`config.mk`:
```
export PLATFORM = sky130hd
export DESIGN_NAME = uart_host_tx
export DESIGN_NICKNAME = d
export VERILOG_FILES = /design/src/rtl/uart_host_tx_pkg.sv /design/src/rtl/uart_tx_fifo.sv /design/src/rtl/uart_host_tx.sv
export SDC_FILE = /design/constraint.sdc
export NUM_CORES = 1
export LEC_CHECK = 0
export BUFFER_PORTS_ARGS = -buffer_cell sky130_fd_sc_hd__buf_2
export CAP_MARGIN = 20
export CORE_MARGIN = 1.5
export CORE_UTILIZATION = 60
export DETAILED_ROUTE_END_ITERATION = 10
export PLACE_DENSITY = 0.75
export SLEW_MARGIN = 10
export SYNTH_ARGS = -nofsm -noshare
export SYNTH_HDL_FRONTEND = slang
export SYNTH_SLANG_ARGS = --single-unit
```
`constraint.sdc`:
```
create_clock -name clk -period 2.5 [get_ports clk]
set_input_delay 0.5 -clock clk [delete_from_list [all_inputs] [get_ports clk]]
set_output_delay 0.5 -clock clk [all_outputs]
set_load 0.05 [all_outputs]
```
`src/rtl/uart_host_tx_pkg.sv`:
```
// Shared definitions for the host-side UART transmitter: FSM state
// encoding, 8N1 frame constants and the baud divisor calculation.
package uart_host_tx_pkg;

    // Two-bit transmitter state encoding.
    typedef enum logic [1:0] {
        ST_IDLE  = 2'd0,
        ST_START = 2'd1,
        ST_DATA  = 2'd2,
        ST_STOP  = 2'd3
    } tx_state_t;

    // 8N1 frame constants.
    localparam logic START_BIT = 1'b0;
    localparam logic STOP_BIT  = 1'b1;
    localparam int   DATA_BITS = 8;

    // Clocks per serial bit, truncated toward zero.
    function automatic int calc_div(input int clk_freq, input int baud_rate);
        return clk_freq / baud_rate;
    endfunction

endpackage

```
`src/rtl/uart_tx_fifo.sv`:
```
// Byte FIFO in front of the transmitter. Pointers carry one extra wrap
// bit so full and empty come straight from the pointer comparison.
// Both flags are registered and describe the occupancy after each edge.
module uart_tx_fifo #(
    parameter int depth = 8,
    parameter int width = 8
) (
    input  logic             clk,
    input  logic             rst,
    input  logic             push,
    input  logic [width-1:0] wr_data,
    input  logic             pop,
    output logic [width-1:0] rd_data,
    output logic             full,
    output logic             empty
);

    localparam int AW = $clog2(depth);

    logic [AW:0]      wr_ptr;
    logic [AW:0]      rd_ptr;
    logic [AW:0]      wr_ptr_next;
    logic [AW:0]      rd_ptr_next;
    logic             full_next;
    logic             empty_next;
    logic             push_ok;
    logic             pop_ok;
    logic [width-1:0] mem [depth];

    // A push into a full FIFO or a pop from an empty one is ignored,
    // judged against the flags as they stand before this edge.
    assign push_ok = push && !full;
    assign pop_ok  = pop && !empty;

    // Pointer advance and the resulting flags for the coming edge.
    always_comb begin
        wr_ptr_next = push_ok ? wr_ptr + 1'b1 : wr_ptr;
        rd_ptr_next = pop_ok  ? rd_ptr + 1'b1 : rd_ptr;
        full_next   = (wr_ptr_next[AW] != rd_ptr_next[AW]) &&
                      (wr_ptr_next[AW-1:0] == rd_ptr_next[AW-1:0]);
        empty_next  = (wr_ptr_next == rd_ptr_next);
    end

    // Pointer and flag registers.
    always_ff @(posedge clk) begin
        if (!rst) begin
            wr_ptr <= '0;
            rd_ptr <= '0;
            full   <= 1'b0;
            empty  <= 1'b1;
        end else begin
            wr_ptr <= wr_ptr_next;
            rd_ptr <= rd_ptr_next;
            full   <= full_next;
            empty  <= empty_next;
        end
    end

    // Storage; contents are don't-care until written, so no reset.
    always_ff @(posedge clk) begin
        if (push_ok) begin
            mem[wr_ptr[AW-1:0]] <= wr_data;
        end
    end

    assign rd_data = mem[rd_ptr[AW-1:0]];

endmodule

```
`src/rtl/uart_host_tx.sv`:
```
// Host UART transmitter: byte FIFO feeding an 8N1 serialiser.
//
// Write interface: tx_wr is a single-cycle strobe with no back-pressure.
// tx_data is taken on any edge where tx_wr = 1 and tx_full = 0; a strobe
// while tx_full = 1 is dropped and latches tx_overflow until reset.
//
// The line register follows the FSM one clock behind, so every bit is
// exactly DIV clocks wide and frames from a non-empty FIFO run back to
// back with no idle clock between the stop bit and the next start bit.
module uart_host_tx
    import uart_host_tx_pkg::*;
#(
    parameter int clk_freq       = 50000000,
    parameter int uart_baud_rate = 1152000,
    parameter int fifo_depth     = 8
) (
    input  logic       clk,
    input  logic       rst,
    input  logic [7:0] tx_data,
    input  logic       tx_wr,
    output logic       tx_full,
    output logic       tx_busy,
    output logic       tx_overflow,
    output logic       uart_txd,
    output tx_state_t  state_dbg
);

    localparam int DIV = calc_div(clk_freq, uart_baud_rate);
    localparam int CW  = (DIV > 1) ? $clog2(DIV) : 1;

    if (DIV < 2) begin : g_bad_div
        $error("uart_host_tx: clk_freq / uart_baud_rate must be at least 2");
    end
    if ((fifo_depth < 2) || ((fifo_depth & (fifo_depth - 1)) != 0)) begin : g_bad_depth
        $error("uart_host_tx: fifo_depth must be a power of two and at least 2");
    end

    tx_state_t state;
    tx_state_t state_next;

    logic [CW-1:0] baud_cnt;
    logic [2:0]    bit_cnt;
    logic [7:0]    shift_reg;
    logic          baud_done;
    logic          fifo_pop;
    logic          fifo_full;
    logic          fifo_empty;
    logic [7:0]    fifo_rd_data;
    logic          txd_q;
    logic          busy_q;
    logic          overflow_q;

    uart_tx_fifo #(
        .depth (fifo_depth),
        .width (8)
    ) u_fifo (
        .clk     (clk),
        .rst     (rst),
        .push    (tx_wr),
        .wr_data (tx_data),
        .pop     (fifo_pop),
        .rd_data (fifo_rd_data),
        .full    (fifo_full),
        .empty   (fifo_empty)
    );

    assign baud_done = (baud_cnt == CW'(DIV - 1));

    // State register.
    always_ff @(posedge clk) begin
        if (!rst) begin
            state <= ST_IDLE;
        end else begin
            state <= state_next;
        end
    end

    // Next-state logic; a pop happens on every entry into START.
    always_comb begin
        state_next = state;
        fifo_pop   = 1'b0;
        case (state)
            ST_IDLE: begin
                if (!fifo_empty) begin
                    state_next = ST_START;
                    fifo_pop   = 1'b1;
                end
            end
            ST_START: begin
                if (baud_done) begin
                    state_next = ST_DATA;
                end
            end
            ST_DATA: begin
                if (baud_done && (bit_cnt == 3'(DATA_BITS - 1))) begin
                    state_next = ST_STOP;
                end
            end
            ST_STOP: begin
                if (baud_done) begin
                    if (!fifo_empty) begin
                        state_next = ST_START;
                        fifo_pop   = 1'b1;
                    end else begin
                        state_next = ST_IDLE;
                    end
                end
            end
            default: begin
                state_next = ST_IDLE;
            end
        endcase
    end

    // Baud counter, bit counter and shift register.
    always_ff @(posedge clk) begin
        if (!rst) begin
            baud_cnt  <= '0;
            bit_cnt   <= '0;
            shift_reg <= '0;
        end else begin
            if ((state == ST_IDLE) || baud_done) begin
                baud_cnt <= '0;
            end else begin
                baud_cnt <= baud_cnt + 1'b1;
            end
            if ((state == ST_DATA) && baud_done) begin
                bit_cnt   <= bit_cnt + 3'd1;
                shift_reg <= {1'b0, shift_reg[7:1]};
            end
            if (fifo_pop) begin
                bit_cnt   <= '0;
                shift_reg <= fifo_rd_data;
            end
        end
    end

    // Line register, one clock behind the state it encodes.
    always_ff @(posedge clk) begin
        if (!rst) begin
            txd_q <= STOP_BIT;
        end else begin
            case (state)
                ST_START: txd_q <= START_BIT;
                ST_DATA:  txd_q <= shift_reg[0];
                default:  txd_q <= STOP_BIT;
            endcase
        end
    end

    // Busy covers the lagged stop bit and any byte still queued.
    always_ff @(posedge clk) begin
        if (!rst) begin
            busy_q <= 1'b0;
        end else begin
            busy_q <= (state != ST_IDLE) || !fifo_empty || (tx_wr && !fifo_full);
        end
    end

    // Sticky overflow on a write that meets a full FIFO.
    always_ff @(posedge clk) begin
        if (!rst) begin
            overflow_q <= 1'b0;
        end else if (tx_wr && fifo_full) begin
            overflow_q <= 1'b1;
        end
    end

    assign uart_txd    = txd_q;
    assign tx_full     = fifo_full;
    assign tx_busy     = busy_q;
    assign tx_overflow = overflow_q;
    assign state_dbg   = state;

endmodule
```
== Yosys cells after proc, flatten, opt, wreduce, memory -nomap -nowiden ==
Memories as Yosys holds them, arrays and structs flattened. A register that Yosys moved wholly into a read port is not among the register bits.
Index checks and enable logic that the tools add are counted.
W data, S select, Z words.

* Input port bits: 11
* Memories: 1
* Memory bits (writable): 64
* Bits in registers: 32
* Output and inout port bits: 6
* Logic and storage cells: 63

* Bitwise logic cells: 1
* Add/sub/neg operators: 4
* Equality and inequality tests: 12
* Reductions and logical operators: 17
* Mux-type cells: 17

{| class="wikitable"
|+ Memory list
! memory !! depth !! width !! rd ports !! clocked after memory_dff !! write ports !! line !! source
|-
| u_fifo.mem || 8 || 8 || 1 || 1 || 1 || uart_tx_fifo.sv:28 || <nowiki>logic [width-1:0] mem [depth];</nowiki>
|}

{| class="wikitable"
|+ Operators by type and width
! kind !! count
|-
| $mux W8 || 2
|-
| $add A4 B1 Y4 const B || 2
|-
| $mux W2 || 4
|-
| $mux W4 || 2
|-
| $ne A2 B2 Y1 const B || 4
|-
| $pmux W2 S4 || 1
|-
| $add A6 B1 Y6 const B || 1
|-
| $eq A6 B6 Y1 const B || 1
|-
| $logic_and A1 B1 Y1 || 6
|-
| $mux W1 || 5
|-
| $eq A2 B2 Y1 const B || 2
|-
| $eq A4 B4 Y1 || 1
|-
| $pmux W1 S2 || 2
|-
| $reduce_and A4 Y1 || 1
|-
| $reduce_bool A2 Y1 || 2
|-
| $reduce_or A2 Y1 || 2
|-
| $add A3 B1 Y3 const B || 1
|-
| $eq A3 B3 Y1 || 1
|-
| $eq A3 B3 Y1 const B || 1
|-
| $logic_or A1 B1 Y1 || 3
|-
| $mux W3 || 1
|-
| $eq A2 B1 Y1 const B || 1
|-
| $logic_not A1 Y1 || 2
|-
| $logic_not A2 Y1 || 1
|-
| 2 further kinds || 2
|}

== Logic depth before layout (Yosys ltp) ==
* Depth after elaboration: 7
* Gate-level depth with buffers: 7
* Depth with buffers taken out: 7

== Hierarchy ==
From an unflattened synthesis, not the netlist that was laid out.

* Cell total of the unflattened synthesis: 263
* Area, all modules: 4,073.9 um^2

{| class="wikitable"
|+ By module, submodules not included
! module !! cells each !! sequential area each (um^2) !! area each (um^2) !! instances
|-
| uart_tx_fifo || 147 || 2,122.0 || 2,969.1 || 1
|-
| uart_host_tx || 116 || 440.4 || 1,104.8 || 1
|}

== Least setup slack after synthesis ==
OpenSTA, ideal clock, no wires.

* Path type: register to register
* From: reg state[0], in the netlist state_dbg[0]
* To: reg u_fifo.full
* Arrival time: 2.538 ns
* Buffers on the path: 0
* Path slack: -0.130 ns
* Cell stages (with the launch flop): 8
* Path through: dfxtp_1 -> inv_1 -> ha_1 -> or4b_4 -> o21ai_4 -> nand4_2 -> xor3_1 -> nor4bb_1

* Longest elaborated chain between the ends: 6

{| class="wikitable"
|+ RTL lines
! element !! line !! source
|-
| start: declaration || uart_host_tx.sv:38 || <nowiki>tx_state_t state;</nowiki>
|-
| start signal: assignment || uart_host_tx.sv:74 || <nowiki>state <= state_next;</nowiki>
|-
| $eq A2 B2 Y1 / $logic_not A2 Y1 (equally long branches) || uart_host_tx.sv:82 || <nowiki>case (state)</nowiki>
|-
| $pmux W1 S2 (*) || uart_host_tx.sv:82 ||
|-
| $logic_and A1 B1 Y1 (*) || uart_tx_fifo.sv:33 || <nowiki>assign pop_ok = pop && !empty;</nowiki>
|-
| $mux W4 (*) || uart_tx_fifo.sv:38 || <nowiki>rd_ptr_next = pop_ok ? rd_ptr + 1'b1 : rd_ptr;</nowiki>
|-
| $eq A3 B3 Y1 / $ne A1 B1 Y1 (equally long branches) || uart_tx_fifo.sv:40, uart_tx_fifo.sv:39 ||
|-
| $logic_and A1 B1 Y1 (*) || uart_tx_fifo.sv:39 || <nowiki>full_next = (wr_ptr_next[AW] != rd_ptr_next[AW]) &&</nowiki>
|-
| end signal: assignment || uart_tx_fifo.sv:54 || <nowiki>full <= full_next;</nowiki>
|-
| end: declaration || uart_tx_fifo.sv:14 || <nowiki>output logic full,</nowiki>
|}

Every way passes the cells marked *; elsewhere a longest branch is shown, timed or not.
A chain may end at the register's enable or synchronous reset.

== Worst setup path after layout ==
Same ends and word-level chain as after synthesis.

==> flow_metrics.tcl <==
set metrics [dict create \
    row_count 29 \
    synth_mux_area_frac 0.136 \
    io_buffers 16 \
    async_flop_share 0 \
    relSlewSlack 0.724 \
    routed_wl_um 6820 \
    outcome "finished with violations" \
    fin_ws_ps 147 \
    antenna_found_initial 0 \
    period_minus_slack_ps 2350 \
    ys_top_cells_by_count "64 x edfxtp_1, 32 x dfxtp_1, 23 x nand2_1" \
    min_path_cells 1 \
    synth_top_family_by_area "multiplexers" \
    fmax_mhz 425 \
    maxCapViolations 0 \
    synth_warnings 0 \
    leakage_nw 1.68 \
    synth_nets 294 \
    synth_xor_area_frac 0.0417 \
    r2r_start "state_dbg[0]" \
    numCtsBuffers 9 \
    critPathKind "reg2reg" \
    fin_nets 324 \
    coreArea_sq_um 6420 \
    die_h_um 85.2 \
    cp_max_fo 5 \
    n_antenna_cell 0 \
    ys.flop_type "edfxtp_1" \
    synth_seq_cells 96 \
    finalCritPeriodShare 0.941 \
    max-vdd-ir-drop_mv 0.533 \
    synth_cell_types 42 \
    worstMarginPinSlew_ps 414 \
    track_usage 0.212 \
    synth_fa_ha_area_frac 0.0340 \
    viasPerCell 5.76 \
    grt_pass1_wl_um 11200 \
    dr.first_iter.drc_count 170 \
    yosysMostFrequentCell "edfxtp_1" \
    r2r-end "u_fifo.full" \
    arrival_ps 2630 \
    clock_skew_ps 13.3 \
    largest_register_ff_count 64 \
    die_area_sq_um 7260 \
    die_w_um 85.2 \
    slew_viol_final 0 \
    ant_nets 0 \
    final_layout_size_suffix_gt1_frac 0.238 \
    grt_pass1_vias 2161 \
    min_from "tx_data[6]" \
    tns_ps 0 \
    ys_seq_area_frac 0.632 \
    synthesis.area_sq_um 4050 \
    worstRegToRegCells 7 \
    root_buffer "clkbuf_8" \
    wl_per_cell_um 17.8 \
    synth_top_area_share 0.474 \
    synth_edf_count 64 \
    startpoint_type "flop" \
    critPathRequiredTime_ps 2780 \
    syn_inst 272 \
    clock_sinks 96 \
    power_density_nw_per_um2 910 \
    synth-compound-area-share 0.0330 \
    cts.hold.buffers_added 0 \
    drc 3 \
    gp_congestion 0.743 \
    place.detailed.hpwl_um 4470 \
    ioPinCount 17 \
    post_synth_and_or_nand_nor_area_fraction 0.107 \
    clock_latency_ps 370 \
    start_util 0.631 \
    firstDrtPassIters 7 \
    grt_setup_unrepaired "false" \
    hp-class "in2reg" \
    end_kind "flop" \
    grt.overflow.total 0 \
    setup_viol 0 \
    tritoncts "done" \
    cts_max_level 3 \
    holdPathEnd "u_fifo.mem[5][6]" \
    finalHoldViolCount 0 \
    syn_avg_cell_area_sq_um 14.9 \
    reg2reg_slack_ps 150 \
    grt_start_max_net_pins 26 \
    violations "DRC" \
    synthTopCellsByArea "edfxtp_1 47%, dfxtp_1 16%, mux4_2 8.9%" \
    area_growth_pct 11.4 \
    place_ws_ps 180 \
    cts.path.max_buffers 2 \
    clk_pin_slew_ps 100 \
    yosys.area.top_type "edfxtp_1" \
    num_vias 2210 \
]
==> per-layer routing <==
metal  wire length [um]  GRT usage
met1               3070      0.275
met2               3480      0.351
met3                195     0.0623
met4                 77     0.0611
met5                  0          0
==> worst max-delay path by stage <==
| stage | startpoint | endpoint | slack (ps) | cells after the start |
|---|---|---|---|---|
| 3_5_place_dp | state_dbg[0] | u_fifo.full | 180 | 7 |
| 3_3_place_gp | state_dbg[0] | u_fifo.full | 250 | 7 |
| 2_1_floorplan | state_dbg[0] | u_fifo.full | 90 | 7 |
| 4_1_cts | state_dbg[0] | u_fifo.full | 140 | 7 |
| 5_1_grt | state_dbg[1] | u_fifo.full | 20 | 7 |
| 6_report | state_dbg[0] | u_fifo.full | 150 | 7 |
==> logic make-up after synthesis <==
kind of cell / after synthesis
buf+inv: 15
mux: 35
fa+ha+maj: 11
compound gates: 17
flops: 96
xor+xnor: 16
simple gates: 82
==> power breakdown <==
group	total, mW	switching, mW	leakage [nW]	internal, mW
registers	1.91	0.0803	0.843	1.83
clock network	1.07	0.574	0.110	0.492
logic	1.13	0.603	0.727	0.525
total	4.11	1.26	1.68	2.85
==> cell usage in the layout (no fill, tap or decap), types with 3 or more instances in the layout <==
| cell | n |
|---|---|
| nor2b_1 | 7 |
| mux2i_1 | 17 |
| a21oi_1 | 4 |
| nor2_1 | 14 |
| buf_4 | 14 |
| xor2_1 | 5 |
| inv_1 | 4 |
| nand2_1 | 23 |
| xnor2_1 | 9 |
| inv_8 | 3 |
| buf_2 | 16 |
| ha_1 | 11 |
| nor3_1 | 6 |
| and3_1 | 6 |
| nand3_1 | 4 |
| and2_1 | 4 |
| nand3b_1 | 3 |
| dfxtp_1 | 30 |
| nand2b_1 | 7 |
| clkbuf_8 | 9 |
| mux4_2 | 16 |
| edfxtp_1 | 64 |
==> cell type report <==
cell class	instances	area, sq um
repair buffers	30	185
fillers	430	1910
flip-flops and latches	96	2560
clock buffers	9	124
inverters	4	15.0
multi-input cells	161	1440
well taps	77	96.3
clock inverters	7	90.1
==> critical path: stages (launching register included) <==
cell and delay (ps):
dfxtp_2 360, inv_1 100, ha_1 330, or4b_4 570, o21ai_4 210, nand4_2 150, xor3_1 270, nor4bb_2 280
==> what timing repair did <==
item / in CTS / in global routing
setup endpoints to repair: 0 / 1
buffers inserted: 0 / 0
hold endpoints to repair: 0 / 0
gates resized for setup: 0 / 1
==> metrics by stage <==
stage | power [mW] | hold WS [ps] | utilization | cells | cell area [sq um]
2_1_floorplan | 2.82 | 430 | - | 272 | 4060
3_3_place_gp | 3.05 | 446 | 0.669 | 368 | 4300
3_5_place_dp | 3.09 | 481 | 0.669 | 368 | 4300
4_1_cts | 4.15 | 381 | 0.702 | 384 | 4510
5_1_grt | 4.33 | 387 | 0.703 | 384 | 4520
6_report | 4.11 | 395 | 0.703 | 384 | 4520
Power figures use the tool's default switching activity.
